--- config.mk ---
export PLATFORM = sky130hd
export DESIGN_NAME = hc05_uart_rx
export DESIGN_NICKNAME = d
export VERILOG_FILES = /design/src/rtl/hc05_uart_pkg.sv /design/src/rtl/hc05_rx_fifo.sv /design/src/rtl/hc05_uart_rx.sv
export SDC_FILE = /design/constraint.sdc
export NUM_CORES = 1
export LEC_CHECK = 0
export BUFFER_PORTS_ARGS = -buffer_cell sky130_fd_sc_hd__buf_2
export CORE_MARGIN = 4
export CORE_UTILIZATION = 35
export CTS_BUF_LIST = sky130_fd_sc_hd__clkbuf_8
export CTS_CLUSTER_DIAMETER = 60
export DETAILED_ROUTE_END_ITERATION = 7
export GPL_TIMING_DRIVEN = 0
export PLACE_DENSITY_LB_ADDON = 0.1
export SYNTH_ARGS = -nofsm -noshare
export SYNTH_HDL_FRONTEND = slang
export SYNTH_SLANG_ARGS = --single-unit
--- constraint.sdc ---
create_clock -name clk_clk -period 3.3 [get_ports clk_clk]
set_input_delay 0.165 -clock clk_clk [delete_from_list [all_inputs] [get_ports clk_clk]]
set_output_delay 0.165 -clock clk_clk [all_outputs]
set_load 0.005 [all_outputs]
--- src/rtl/hc05_uart_pkg.sv ---
// Shared types and helpers for the HC-05 UART receive path.
// The PARITY state exists only when HC05_RX_PARITY_EN is defined.
package hc05_uart_pkg;

    localparam int DATA_BITS = 8;

    typedef enum logic [2:0] {
        IDLE   = 3'd0,
        START  = 3'd1,
        DATA   = 3'd2,
`ifdef HC05_RX_PARITY_EN
        PARITY = 3'd3,
`endif
        STOP   = 3'd4,
        BREAK  = 3'd5
    } rx_state_t;

    // Clock cycles per oversample tick, never below one.
    function automatic int calc_div(input int clk_hz, input int baud, input int os);
        int d;
        d = clk_hz / (baud * os);
        return (d < 1) ? 1 : d;
    endfunction

    function automatic logic even_parity(input logic [DATA_BITS-1:0] d);
        return ^d;
    endfunction

endpackage

--- src/rtl/hc05_rx_fifo.sv ---
// First-word-fall-through synchronous FIFO with a registered head word.
// Shared between the HC-05 receive and transmit paths.
module hc05_rx_fifo #(
    parameter int WIDTH = 8,
    parameter int DEPTH = 16
) (
    input  logic                     clk,
    input  logic                     rst_n,
    input  logic                     wr_en,
    input  logic [WIDTH-1:0]         wr_data,
    input  logic                     rd_en,
    output logic [WIDTH-1:0]         rd_data,
    output logic                     valid,
    output logic [$clog2(DEPTH):0]   count,
    output logic                     full
);
    localparam int AW = $clog2(DEPTH);
    localparam int CW = AW + 1;

    logic [WIDTH-1:0] mem_r [DEPTH];
    logic [AW-1:0]    wr_ptr_r;
    logic [AW-1:0]    rd_ptr_r;
    logic [CW-1:0]    count_r;
    logic [CW-1:0]    count_next_s;
    logic [WIDTH-1:0] head_r;
    logic [WIDTH-1:0] head_next_s;
    logic             valid_r;
    logic             do_rd_s;
    logic             do_wr_s;

    assign full    = (count_r == CW'(DEPTH));
    assign do_rd_s = rd_en && (count_r != {CW{1'b0}});
    // A simultaneous pop frees the slot, so a full FIFO still accepts the write.
    assign do_wr_s = wr_en && (!full || do_rd_s);

    // Next occupancy and next head word.
    always_comb begin
        count_next_s = count_r;
        head_next_s  = head_r;
        case ({do_wr_s, do_rd_s})
            2'b10:   count_next_s = count_r + CW'(1);
            2'b01:   count_next_s = count_r - CW'(1);
            default: count_next_s = count_r;
        endcase
        if (do_wr_s && (count_r == {CW{1'b0}})) begin
            head_next_s = wr_data;
        end else if (do_rd_s && do_wr_s && (count_r == CW'(1))) begin
            head_next_s = wr_data;
        end else if (do_rd_s && (count_r > CW'(1))) begin
            head_next_s = mem_r[AW'(rd_ptr_r + AW'(1))];
        end else begin
            head_next_s = head_r;
        end
    end

    // Storage array, no reset needed since the head register masks stale words.
    always_ff @(posedge clk) begin
        if (do_wr_s) begin
            mem_r[wr_ptr_r] <= wr_data;
        end
    end

    // Pointers, occupancy and registered read port.
    always_ff @(posedge clk) begin
        if (!rst_n) begin
            wr_ptr_r <= {AW{1'b0}};
            rd_ptr_r <= {AW{1'b0}};
            count_r  <= {CW{1'b0}};
            head_r   <= {WIDTH{1'b0}};
            valid_r  <= 1'b0;
        end else begin
            if (do_wr_s) begin
                wr_ptr_r <= AW'(wr_ptr_r + AW'(1));
            end
            if (do_rd_s) begin
                rd_ptr_r <= AW'(rd_ptr_r + AW'(1));
            end
            count_r <= count_next_s;
            head_r  <= head_next_s;
            valid_r <= (count_next_s != {CW{1'b0}});
        end
    end

    assign rd_data = head_r;
    assign valid   = valid_r;
    assign count   = count_r;

endmodule

--- src/rtl/hc05_uart_rx.sv ---
// HC-05 UART receiver: 16x oversampled 8N1 (8E1 with HC05_RX_PARITY_EN),
// FWFT receive FIFO and sticky framing/overrun/parity flags.
module hc05_uart_rx
    import hc05_uart_pkg::*;
#(
    parameter int CLK_HZ     = 50_000_000,
    parameter int BAUD       = 9600,
    parameter int OVERSAMPLE = 16,
    parameter int FIFO_DEPTH = 16
) (
    input  logic                          clk_clk,
    input  logic                          reset_reset_n,
    input  logic                          rxd,
    output logic [DATA_BITS-1:0]          rx_data,
    output logic                          rx_valid,
    input  logic                          rx_ready,
    output logic [$clog2(FIFO_DEPTH):0]   rx_count,
    output logic                          framing_err,
    output logic                          overrun_err,
    output logic                          parity_err,
    input  logic                          err_clr
);
    localparam int DIV   = calc_div(CLK_HZ, BAUD, OVERSAMPLE);
    localparam int DIV_W = (DIV > 1) ? $clog2(DIV) : 1;
    localparam int OS_W  = $clog2(OVERSAMPLE);

    logic [1:0]           sync_r;
    logic                 rxs_s;
    logic [DIV_W-1:0]     div_cnt_r;
    logic                 tick_s;
    rx_state_t            state_r;
    logic [OS_W-1:0]      os_cnt_r;
    logic [2:0]           bit_cnt_r;
    logic [DATA_BITS-1:0] shreg_r;
    logic                 push_r;
    logic                 mid_s;
    logic                 end_s;
    logic                 stop_sample_s;
    logic                 frame_set_s;
    logic                 parity_bad_s;
    logic                 fifo_full_s;
    logic                 framing_err_r;
    logic                 overrun_err_r;

    // Two-flop synchroniser, preset to the idle level.
    always_ff @(posedge clk_clk) begin
        if (!reset_reset_n) begin
            sync_r <= 2'b11;
        end else begin
            sync_r <= {sync_r[0], rxd};
        end
    end
    assign rxs_s = sync_r[1];

    // Free-running oversample tick divider.
    always_ff @(posedge clk_clk) begin
        if (!reset_reset_n) begin
            div_cnt_r <= {DIV_W{1'b0}};
        end else if (div_cnt_r == DIV_W'(DIV - 1)) begin
            div_cnt_r <= {DIV_W{1'b0}};
        end else begin
            div_cnt_r <= div_cnt_r + DIV_W'(1);
        end
    end
    assign tick_s = (div_cnt_r == DIV_W'(DIV - 1));

    assign mid_s         = (os_cnt_r == OS_W'(OVERSAMPLE / 2 - 1));
    assign end_s         = (os_cnt_r == OS_W'(OVERSAMPLE - 1));
    assign stop_sample_s = (state_r == STOP) && tick_s && end_s;
    assign frame_set_s   = stop_sample_s && !rxs_s;

`ifdef HC05_RX_PARITY_EN
    logic par_r;
    assign parity_bad_s = even_parity(shreg_r) ^ par_r;
`else
    assign parity_bad_s = 1'b0;
`endif

    // Frame FSM: after the half-bit start check every sample lands mid-bit.
    always_ff @(posedge clk_clk) begin
        if (!reset_reset_n) begin
            state_r   <= IDLE;
            os_cnt_r  <= {OS_W{1'b0}};
            bit_cnt_r <= 3'd0;
            shreg_r   <= {DATA_BITS{1'b0}};
            push_r    <= 1'b0;
`ifdef HC05_RX_PARITY_EN
            par_r     <= 1'b0;
`endif
        end else begin
            push_r <= 1'b0;
            case (state_r)
                IDLE: begin
                    if (tick_s && !rxs_s) begin
                        state_r  <= START;
                        os_cnt_r <= {OS_W{1'b0}};
                    end
                end
                START: begin
                    if (tick_s) begin
                        if (mid_s) begin
                            os_cnt_r  <= {OS_W{1'b0}};
                            bit_cnt_r <= 3'd0;
                            state_r   <= rxs_s ? IDLE : DATA;
                        end else begin
                            os_cnt_r <= os_cnt_r + OS_W'(1);
                        end
                    end
                end
                DATA: begin
                    if (tick_s) begin
                        if (end_s) begin
                            os_cnt_r <= {OS_W{1'b0}};
                            shreg_r  <= {rxs_s, shreg_r[DATA_BITS-1:1]};
                            if (bit_cnt_r == 3'(DATA_BITS - 1)) begin
`ifdef HC05_RX_PARITY_EN
                                state_r <= PARITY;
`else
                                state_r <= STOP;
`endif
                            end else begin
                                bit_cnt_r <= bit_cnt_r + 3'd1;
                            end
                        end else begin
                            os_cnt_r <= os_cnt_r + OS_W'(1);
                        end
                    end
                end
`ifdef HC05_RX_PARITY_EN
                PARITY: begin
                    if (tick_s) begin
                        if (end_s) begin
                            os_cnt_r <= {OS_W{1'b0}};
                            par_r    <= rxs_s;
                            state_r  <= STOP;
                        end else begin
                            os_cnt_r <= os_cnt_r + OS_W'(1);
                        end
                    end
                end
`endif
                STOP: begin
                    if (tick_s) begin
                        if (end_s) begin
                            os_cnt_r <= {OS_W{1'b0}};
                            if (!rxs_s) begin
                                state_r <= BREAK;
                            end else begin
                                state_r <= IDLE;
                                push_r  <= !parity_bad_s;
                            end
                        end else begin
                            os_cnt_r <= os_cnt_r + OS_W'(1);
                        end
                    end
                end
                BREAK: begin
                    if (rxs_s) begin
                        state_r <= IDLE;
                    end
                end
                default: begin
                    state_r <= IDLE;
                end
            endcase
        end
    end

    hc05_rx_fifo #(
        .WIDTH (DATA_BITS),
        .DEPTH (FIFO_DEPTH)
    ) u_fifo (
        .clk     (clk_clk),
        .rst_n   (reset_reset_n),
        .wr_en   (push_r),
        .wr_data (shreg_r),
        .rd_en   (rx_ready),
        .rd_data (rx_data),
        .valid   (rx_valid),
        .count   (rx_count),
        .full    (fifo_full_s)
    );

    // Sticky error flags; a new error outranks a same-cycle clear.
    always_ff @(posedge clk_clk) begin
        if (!reset_reset_n) begin
            framing_err_r <= 1'b0;
            overrun_err_r <= 1'b0;
        end else begin
            framing_err_r <= frame_set_s | (framing_err_r & !err_clr);
            overrun_err_r <= (push_r && fifo_full_s && !(rx_valid && rx_ready))
                           | (overrun_err_r & !err_clr);
        end
    end

`ifdef HC05_RX_PARITY_EN
    logic parity_err_r;

    // Parity flag is raised on a good stop bit whose frame failed the check.
    always_ff @(posedge clk_clk) begin
        if (!reset_reset_n) begin
            parity_err_r <= 1'b0;
        end else begin
            parity_err_r <= (stop_sample_s && rxs_s && parity_bad_s)
                          | (parity_err_r & !err_clr);
        end
    end
    assign parity_err = parity_err_r;
`else
    assign parity_err = 1'b0;
`endif

    assign framing_err = framing_err_r;
    assign overrun_err = overrun_err_r;

endmodule

## Word level (Yosys, flattened, before mapping)

Memory sizes are Yosys's and may differ from the RTL's.
Index checks and enable logic that the tools add are counted.

| cells by class | value |
|---|---|
| reductions and logical operators | 32 |
| eq/ne operators | 23 |
| $add $sub $neg | 7 |
| mux-type cells | 31 |
| bitwise operators | 5 |
| magnitude comparators | 1 |

Operators with widths:

| operator | number |
|---|---|
| 3-bit two-way mux | 15 |
| 8-bit two-way mux | 3 |
| 4-bit two-way mux | 5 |
| 2-bit inequality test (second input constant) | 10 |
| 3-bit case mux with 5 select lines | 1 |
| 1-bit logical AND | 13 |
| 4-bit by 1-bit adder with 4-bit output (second input constant) | 3 |
| 4-bit case mux with 3 select lines | 1 |
| 5-bit case mux with 2 select lines | 1 |
| 5-bit nonzero test | 2 |
| 9-bit by 1-bit adder with 9-bit output (second input constant) | 1 |
| 3-bit equality test (second input constant) | 3 |
| 9-bit equality test (second input constant) | 1 |
| 9-bit AND reduction | 1 |
| 4-bit AND reduction | 2 |
| 3-bit case mux with 2 select lines | 1 |
| 6-bit AND reduction | 1 |
| 3-bit nonzero test | 2 |
| 5-bit by 1-bit adder with 5-bit output (second input constant) | 1 |
| 5-bit by 1-bit equality test with 1-bit output (second input constant) | 1 |
| 5-bit equality test (second input constant) | 1 |
| 5-bit by 1-bit > comparator with 1-bit output (second input constant) | 1 |
| 5-bit logical NOT | 1 |
| 5-bit by 1-bit subtractor with 5-bit output (second input constant) | 1 |
| 19 further kinds | 27 |

| word-level totals | value |
|---|---|
| memories kept | 1 |
| flip-flop bits (word level) | 54 |
| memory bits (writable) | 128 |

Memories:

| name | depth | bits a word | rd ports | clocked after memory_dff | wr ports | line | RTL |
|---|---|---|---|---|---|---|---|
| u_fifo.mem_r | 16 | 8 | 1 | 0 | 1 | hc05_rx_fifo.sv:20 | `logic [WIDTH-1:0] mem_r [DEPTH];` |

## Depth between registers and ports, before layout

Gate-level depths: netlist of run 1.

| depth | value |
|---|---|
| word-level depth | 8 |
| depth in mapped cells | 9 |
| mapped depth without buffers | 7 |

## By module

Synthesis of run 1 repeated with hierarchy kept, for this count alone.

| second synthesis, totals | value |
|---|---|
| cell total of the unflattened synthesis | 562 |
| area total of the unflattened synthesis | 7,857.5 um^2 |

By module, submodules not included:

| module | times used | cells an instance | area an instance (um^2) |
|---|---|---|---|
| hc05_rx_fifo | 1 | 392 | 6,292.3 |
| hc05_uart_rx | 1 | 170 | 1,565.3 |

## Worst setup path after synthesis of run 1

No wires, ideal clock.

| timing path | value |
|---|---|
| path kind | flip-flop to flip-flop |
| start point | register u_fifo.count_r[0] (netlist: u_fifo.count[0]) |
| end point | memory u_fifo.mem_r[3][0] (enable) |
| library setup time | 383 ps |
| period minus slack after synthesis | 2,662 ps |
| path buffers | 1 |
| slack | 638 ps |
| cell stages (with the launch flop) | 8 |
| arrival time | 2,279 ps |
| path through | dfxtp_1 > clkbuf_1 > inv_1 > ha_1 > nor3b_2 > a31oi_2 > nand2_1 > nor3_1 |

| between the ends | value |
|---|---|
| word-level cells in the longest chain between the ends | 6 |
| elaborated cells on any way between the ends | 8 |
| those cells by class | 1 x eq/ne; 2 x mux; 5 x reduce/logical |

Ends and longest elaborated chain:

| what | line | RTL |
|---|---|---|
| start, declared | hc05_rx_fifo.sv:23 | `logic [CW-1:0] count_r;` |
| start signal, assigned | hc05_rx_fifo.sv:68 | `count_r <= {CW{1'b0}};` |
| start signal, assigned | hc05_rx_fifo.sv:78 | `count_r <= count_next_s;` |
| 5-bit equality test or 5-bit nonzero test (tied branches) | hc05_rx_fifo.sv:31, hc05_rx_fifo.sv:32 |  |
| 1-bit logical NOT or 1-bit logical AND (tied branches) | hc05_rx_fifo.sv:34, hc05_rx_fifo.sv:32 |  |
| 1-bit logical OR (*) | hc05_rx_fifo.sv:34 | `assign do_wr_s = wr_en && (!full \|\| do_rd_s);` |
| 1-bit logical AND (*) | hc05_rx_fifo.sv:34 |  |
| 1-bit two-way mux (*) | hc05_rx_fifo.sv:58 | `if (do_wr_s) begin` |
| 1-bit two-way mux (implied by the code) (*) | hc05_rx_fifo.sv:59 | `mem_r[wr_ptr_r] <= wr_data;` |
| end, declared | hc05_rx_fifo.sv:20 |  |

Every way passes the cells marked *; elsewhere a longest branch is shown, timed or not.

## Final worst setup path of run 1

| timing path | value |
|---|---|
| start point | register u_fifo.count_r[0] (netlist: u_fifo.count[0]) |
| end point | memory u_fifo.mem_r[11][3] (enable) |

The elaborated chain is that of the path after synthesis.

==> metrics.md, run 1 <==
| Metric | Value |
|---|---|
| Status | `complete, no violations` |
| GRT busiest layer | `met2` |
| Met1 GRT Util | `0.202` |
| Fillers | `2081` |
| Hold path start | `rx_ready` |
| Vias in the first global route | `4609` |
| Most frequent cells in the layout | `edfxtp_1, dfxtp_1, nor2_1, nand2_1, mux4_2` |
| RSZ-0062 raised after global routing | `true` |
| Yosys warning total | `0` |
| Final min period | `3.12 ns` |
| Simple-gate share of the synthesized area | `0.107` |
| Drt via density | `5.15` |
| Initial core utilization | `0.355` |
| Worst-Skew Late Latency | `roughly 0.45 ns` |
| Root buffer cell | `clkbuf_8` |
| Endpoints failing hold | `0` |
| Post-DP Area | `8200 um^2` |
| Overall Power | `3.94 mW` |
| Die Span Y | `157 um` |
| Setup violators final | `0` |
| P&R area growth vs syn | `12.1%` |
| H-tree Lvls | `4` |
| Congestion Overflow GR | `0` |
| Setup crit end kind | `flop` |
| Worst Hold Class | `input port to flop` |
| # IOs | `22` |
| Power Dens Cells | `around 450 nW/um^2` |
| Die Wd | `157 um` |
| TritonCTS clock tree | `built` |
| Synth Area in Compound Gates | `0.0555` |
| Critical path class | `flop to flop` |
| Final core utilization | `0.398` |
| Dominant cell type by area after synthesis | `edfxtp_1` |
| CTS buffer count | `17` |
| Layout cell share with drive strength beyond 1 | `0.204` |
| First-pass GRT wire length | `26.7 mm` |
| Final layout net count | `593` |
| Post-Syn Area | `~7700 um^2` |
| Die area | `24500 um^2` |
| FFs w/ async S/R, synth | `0` |
| Max cap viols | `0` |
| Routed Antenna Nets | `0` |
| Fmax | `0.320 GHz` |
| R2R Path Start | `u_fifo.count[0]$_SDFF_PN0_` |
| Depth of the worst register-to-register path | `7` |
| DP Wirelength | `11.0 mm` |
| Worst Path Required | `3.38 ns` |
| Hold path depth | `4` |
| Slew headroom | `0.456` |
| Total Wirelength | `16.8 mm` |
| Critical-path maximum fanout | `9` |
| Area share of fa/ha/maj cells after synthesis | `0.0239` |
| Mux cell area share after synthesis | `0.132` |
| Flops & latches, synth | `between 150 and 200` |
| Max Slew Vio Count | `0` |
| Synth Flop Type | `edfxtp_1` |
| Post-route DRC | `0` |
| Pre-Repair DR Iteration Count | `5` |
| Final Skew | `between 0.01 and 0.015 ns` |
| Clock transition at the registers of the reported paths | `roughly 0.1 ns` |
| Finished Cell Area | `between 8000 and 9000 um^2` |
| GRT Total Usage | `0.145` |
| Antenna violations before repair | `0` |
| Mean post-synth cell area | `14.5 um^2` |
| VDD IR max | `0.210 mV` |
| Post-Syn Instances | `approximately 530` |
| Hold WS | `~0.24 ns` |
| PortBufs | `19` |
| Setup TNS | `0 ns` |
| CP Data Arrival Time | `3.20 ns` |
| Cell leakage power | `3.01 nW` |
| Yosys cell types | `68` |
| Crit Reg-Reg Endpoint | `u_fifo.mem_r[11][3]$_DFFE_PP_` |
| Main combinational cell family by area after synthesis | `multiplexers` |
| Synth top area share | `0.497` |
| Clk buf depth | `2` |
| GPL Wtd Cong | `roughly 0.76` |
| Total nets after synthesis | `551` |
| Antenna Diode Count | `0` |
| Met3 Use GR | `0.0318` |
| Crit share post-route | `0.946` |
| Commonest non-fill, non-tap cell in the layout | `edfxtp_1` |
| Top post-synthesis cells by area | `edfxtp_1, dfxtp_1, mux4_2, mux2i_1, nor2_1` |
| Reg-to-reg slack, setup | `approximately 0.18 ns` |
| EDFF count, synth | `around 130` |
| Std-Cell Core Area | `21800 um^2` |
| WL/cell | `between 15 and 20 um` |
| Seq/Total Area, Yosys | `0.637` |
| Sink Count | `182` |
| Xor-xnor portion of the synthesized cell area | `0.0225` |
| # rows | `54` |
| Hold endpoint | `overrun_err$_SDFF_PN0_` |
| Startpoint Class | `flop` |
| Iter 0 DRT Violations | `about 270` |
| Grt met2 use | `0.234` |
| DR vias | `between 4000 and 5000` |
| Largest net degree at the start of global routing | `20` |
| Slew at the pin with the worst max-slew slack | `0.814 ns` |
| Setup bufs post-CTS | `0` |
==> what timing repair did <==
| action | CTS | global route |
|---|---|---|
| setup endpoints to repair | 0 | 124 |
| resized for setup | 0 | 12 |
| hold buffers | 4 | 0 |
| endpoints found under the hold margin | 3 | 0 |
==> flip-flops by register name (all words and copies together) (netlist names), 2 cells and up <==
signal           count
os_cnt_r             4
u_fifo.count         5
shreg_r              8
u_fifo.rd_data       8
u_fifo.wr_ptr_r      4
state_r              3
u_fifo.mem_r       128
u_fifo.rd_ptr_r      4
sync_r               2
div_cnt_r            9
bit_cnt_r            3
==> metal layers <==
metal / vias up / part of all wire / routed length [um]
li1: 2108 / - / -
met1: 2271 / 0.48 / 8040
met2: 75 / 0.48 / 8020
met3: 12 / 0.033 / 549
met4: 0 / 0.0097 / 163
met5: - / 0 / 0
==> final cells by class <==
type / instances / area, um^2 / area share
Sequential cell: 182 / 4920 / 0.568
Tap cell: 280 / 350 / 0.0404
Clock inverter: 15 / 155 / 0.0179
Clock buffer: 17 / 234 / 0.0270
Timing Repair Buffer: 23 / 135 / 0.0156
Buffer: 27 / 131 / 0.0152
Multi-Input combinational cell: 313 / 2700 / 0.311
Inverter: 10 / 37.5 / 0.00433
==> critical path, cell delays in order, from the launching register on <==
cell and delay [ns]:
dfxtp_1 0.40, clkbuf_1 0.30, inv_1 0.11, ha_1 0.31
nor3b_2 0.23, a31oi_2 0.42, nand2_1 0.33, nor2_1 0.65
==> power breakdown <==
part,switching (mW),internal (mW)
Clock,0.811,0.677
Combinational,0.0228,0.0135
Sequential,0.00541,2.41
==> synthesized netlist by cell type, drive strengths merged (3+ instances only) <==
master  number
edfxtp     128
nor2        60
dfxtp       54
nand2       37
mux4        32
mux2i       30
buf         14
ha          14
xor2        14
clkbuf      13
nor3        10
a31o         9
inv          9
a21oi        8
a22o         8
nand3        8
and2         7
nor4b        6
and3         5
nand2b       5
xnor2        5
a31oi        4
nand4        4
o21ai        4
a211oi       3
nor2b        3
==> per-stage QoR <==
step | std cells | setup WS (ns)
after floorplan | 532 | 0.638
after global placement | 831 | -0.306
after detailed placement | 831 | 0.0602
after CTS | 867 | 0.0289
after global routing | 867 | -0.114
final | 867 | 0.179
==> logic make-up (layout without fill, tap and decap cells) <==
group	count (synthesis)	in the layout
other cells	1	1
fa+ha+maj	15	15
flops	182	182
buf+inv	37	92
compound gates	54	54
mux	62	62
xor+xnor	19	19
simple gates	162	162
==> worst max path at each step <==
| stage | from | to | cells past startpoint |
|---|---|---|---|
| 2_1_floorplan | u_fifo.count[0]$_SDFF_PN0_ | u_fifo.mem_r[3][0]$_DFFE_PP_ | 7 |
| 3_3_place_gp | u_fifo.count[0]$_SDFF_PN0_ | u_fifo.mem_r[3][0]$_DFFE_PP_ | 7 |
| 3_5_place_dp | u_fifo.count[0]$_SDFF_PN0_ | u_fifo.mem_r[6][3]$_DFFE_PP_ | 7 |
| 4_1_cts | u_fifo.count[0]$_SDFF_PN0_ | u_fifo.mem_r[6][2]$_DFFE_PP_ | 7 |
| 5_1_grt | u_fifo.count[0]$_SDFF_PN0_ | u_fifo.mem_r[11][3]$_DFFE_PP_ | 7 |
| 6_report | u_fifo.count[0]$_SDFF_PN0_ | u_fifo.mem_r[11][3]$_DFFE_PP_ | 7 |
Power figures use the tool's default switching activity.
==> run 2, diff against run 1 <==
Settings changed: SYNTH_HIERARCHICAL set to 1.
==> metrics.md, run 2 <==
| Metric | Value |
|---|---|
| GRT Total Usage | `0.142` |
| Finished Cell Area | `8680 um^2` |
| Dominant cell type by area after synthesis | `edfxtp_1` |
| Endpoints failing hold | `0` |
| Layout cell share with drive strength beyond 1 | `0.199` |
| Routed Antenna Nets | `0` |
| Post-synth top cells | `edfxtp_1, dfxtp_1, mux4_2` |
| Commonest non-fill, non-tap cell in the layout | `edfxtp_1` |
| DP Wirelength | `11.4 mm` |
| WL/cell | `18.9 um` |
| Worst Hold Class | `input port to flop` |
| Setup TNS | `0 ns` |
| Critical path class | `flop to flop` |
| Iter 0 DRT Violations | `320` |
| Crit share post-route | `0.893` |
| Largest register FFs | `128` |
| EDFF count, synth | `approximately 130` |
| Status | `complete, no violations` |
| Startpoint Class | `flop` |
| Vias in the first global route | `4707` |
| Pre-Repair DR Iteration Count | `4` |
| H-tree Lvls | `4` |
| Setup crit start | `u_fifo/count[0]$_SDFF_PN0_` |
| Sink Count | `182` |
| Synth Flop Type | `edfxtp_1` |
| Most frequent cells in the layout | `edfxtp_1, dfxtp_1, mux4_2, nor2b_1, nand2_1` |
| Setup crit end kind | `flop` |
| Slew at the pin with the worst max-slew slack | `~0.99 ns` |
| Worst-Skew Late Latency | `0.45 ns` |
| Die Wd | `158 um` |
| Most common cell in the netlist | `edfxtp_1` |
| P&R area growth vs syn | `10.4%` |
| Clk buf depth | `2` |
| CP Data Arrival Time | `3.02 ns` |
| Die area | `24900 um^2` |
| Most flop-heavy register | `u_fifo/mem_r` |
| # rows | `54` |
| R2R Path Start | `u_fifo/count[0]$_SDFF_PN0_` |
| Die Span Y | `158 um` |
| Largest net degree at the start of global routing | `20` |
| Total Wirelength | `16.9 mm` |
| Std-Cell Core Area | `around 22000 um^2` |
| Clock transition at the registers of the reported paths | `0.09 ns` |
| Worst Path Required | `3.37 ns` |
| Congestion Overflow GR | `0` |
| Root buffer cell | `clkbuf_8` |
| Flops & latches, synth | `182` |
| Post-Syn Instances | `562` |
| Post-route DRC | `0` |
| Top post-synthesis cells by area | `edfxtp_1, dfxtp_1, mux4_2, nor2b_1, ha_1` |
| Largest registers | `u_fifo/mem_r: 128 flops, div_cnt_r: 9 flops` |
| Drt via density | `5.06` |
| Max Slew Vio Count | `0` |
| Overall Power | `3.76 mW` |
| Post-Syn Area | `7860 um^2` |
| Seq/Total Area, Yosys | `0.627` |
| Setup bufs post-CTS | `0` |
| Post-Layout Cell Count | `894` |
| Cell leakage power | `2.95 nW` |
| GPL Wtd Cong | `0.795` |
| Post-DP Area | `approximately 8300 um^2` |
| Final layout net count | `just over 600` |
| RSZ-0062 raised after global routing | `false` |
| Inst Count DP | `862` |
| # IOs | `22` |
| Power Dens Cells | `434 nW/um^2` |
| Final core utilization | `0.395` |
| Slew headroom | `0.338` |
| Fmax | `0.339 GHz` |
| Antenna Diode Count | `0` |
| Setup violators final | `0` |
| Max cap viols | `0` |
| TritonCTS clock tree | `built` |
| Final min period | `2.95 ns` |
| Hold path start | `err_clr` |
| First-pass GRT wire length | `26.5 mm` |
| Mean post-synth cell area | `14.0 um^2` |
| Synth top area share | `0.489` |
| Yosys warning total | `6` |
| FFs w/ async S/R, synth | `0` |
| Initial core utilization | `0.358` |
| PortBufs | `20` |
| Yosys cell types | `65` |
| Total nets after synthesis | `581` |
| CTS buffer count | `17` |
| Antenna violations before repair | `0` |
| Final Skew | `0.0130 ns` |
| DR vias | `~4500` |
| Critical-path maximum fanout | `11` |
| VDD IR max | `0.194 mV` |
## run 2: cell types whose count changed after synthesis, moves of 9 or more
cell / previous run / this run
nor2b_1: 3 / 31
mux2i_1: 30 / 12
inv_1: 9 / 27
nor2_1: 60 / 27
o22ai_1: 1 / 10
o21ai_0: 1 / 18
## run 2: worst paths after layout
kind	end	slack [ns]	cells after the start
max reg2reg	u_fifo/mem_r[7][7]$_DFFE_PP_	0.35	7
min	framing_err$_SDFF_PN0_	0.07	4
min reg2reg	sync_r[1]$_SDFF_PN1_	0.42	1
max	u_fifo/mem_r[7][7]$_DFFE_PP_	0.35	7
## run 2: final cells by class
cell class / count / area, um^2
tap: 280 / 350
inverter: 27 / 101
timing repair buffer: 21 / 110
multi-input combinational: 324 / 2690
fill: 2065 / 13300
clock buffer: 17 / 234
sequential: 182 / 4920
buffer: 29 / 166
clock inverter: 14 / 104
## run 2: worst max-delay path, stage by stage, from the launching register on
cell and delay, ns:
dfxtp_1 0.54, inv_1 0.11, ha_1 0.24, nand3_1 0.20
o21a_1 0.13, clkbuf_1 0.26, nand2_1 0.27, nor2_1 0.81
## run 2: where the power goes
part	internal, mW	switching, mW	leakage [nW]
clock network	0.519	0.791	0.157
registers	2.41	0.00474	1.62
logic	0.0145	0.0224	1.18
## run 2: what timing repair did
item,4_1_cts,5_1_grt
hold buffers,1,0
gates resized for setup,1,4
setup endpoints to repair,8,17
endpoints found under the hold margin,1,0
## run 2: cell families (layout without fill, tap and decap cells)
family | count (synthesis) | in the layout | share of synthesized area
multiplexers | 44 | 44 | 0.107
XOR/XNOR | 17 | 17 | 0.0189
other | 1 | 1 | 0.000477
buffers and inverters | 56 | 108 | 0.0339
AO/OA/AOI/OAI | 77 | 77 | 0.0691
AND/OR/NAND/NOR | 171 | 171 | 0.121
adder cells (fa/ha/maj) | 14 | 14 | 0.0223
flip-flops | 182 | 182 | 0.627
## run 2: routing by layer
layer  part of all wire  wire length, um  global-route usage  vias to the layer above
met4             0.0087              148              0.0381                        0
met2               0.49             8270               0.234                       62
met5                  0                0                   0                        -
met3              0.041              689              0.0312                       10
met1               0.46             7820               0.192                     2270
li1                   -                -                   -                     2184
## run 2: metrics by stage
step,hold WS (ns),setup WS [ns]
4_1_cts,0.0222,0.0596
2_1_floorplan,0.266,0.868
5_1_grt,0.0780,0.0499
6_report,0.0656,0.352
3_3_place_gp,0.350,0.0905
3_5_place_dp,0.358,0.0127
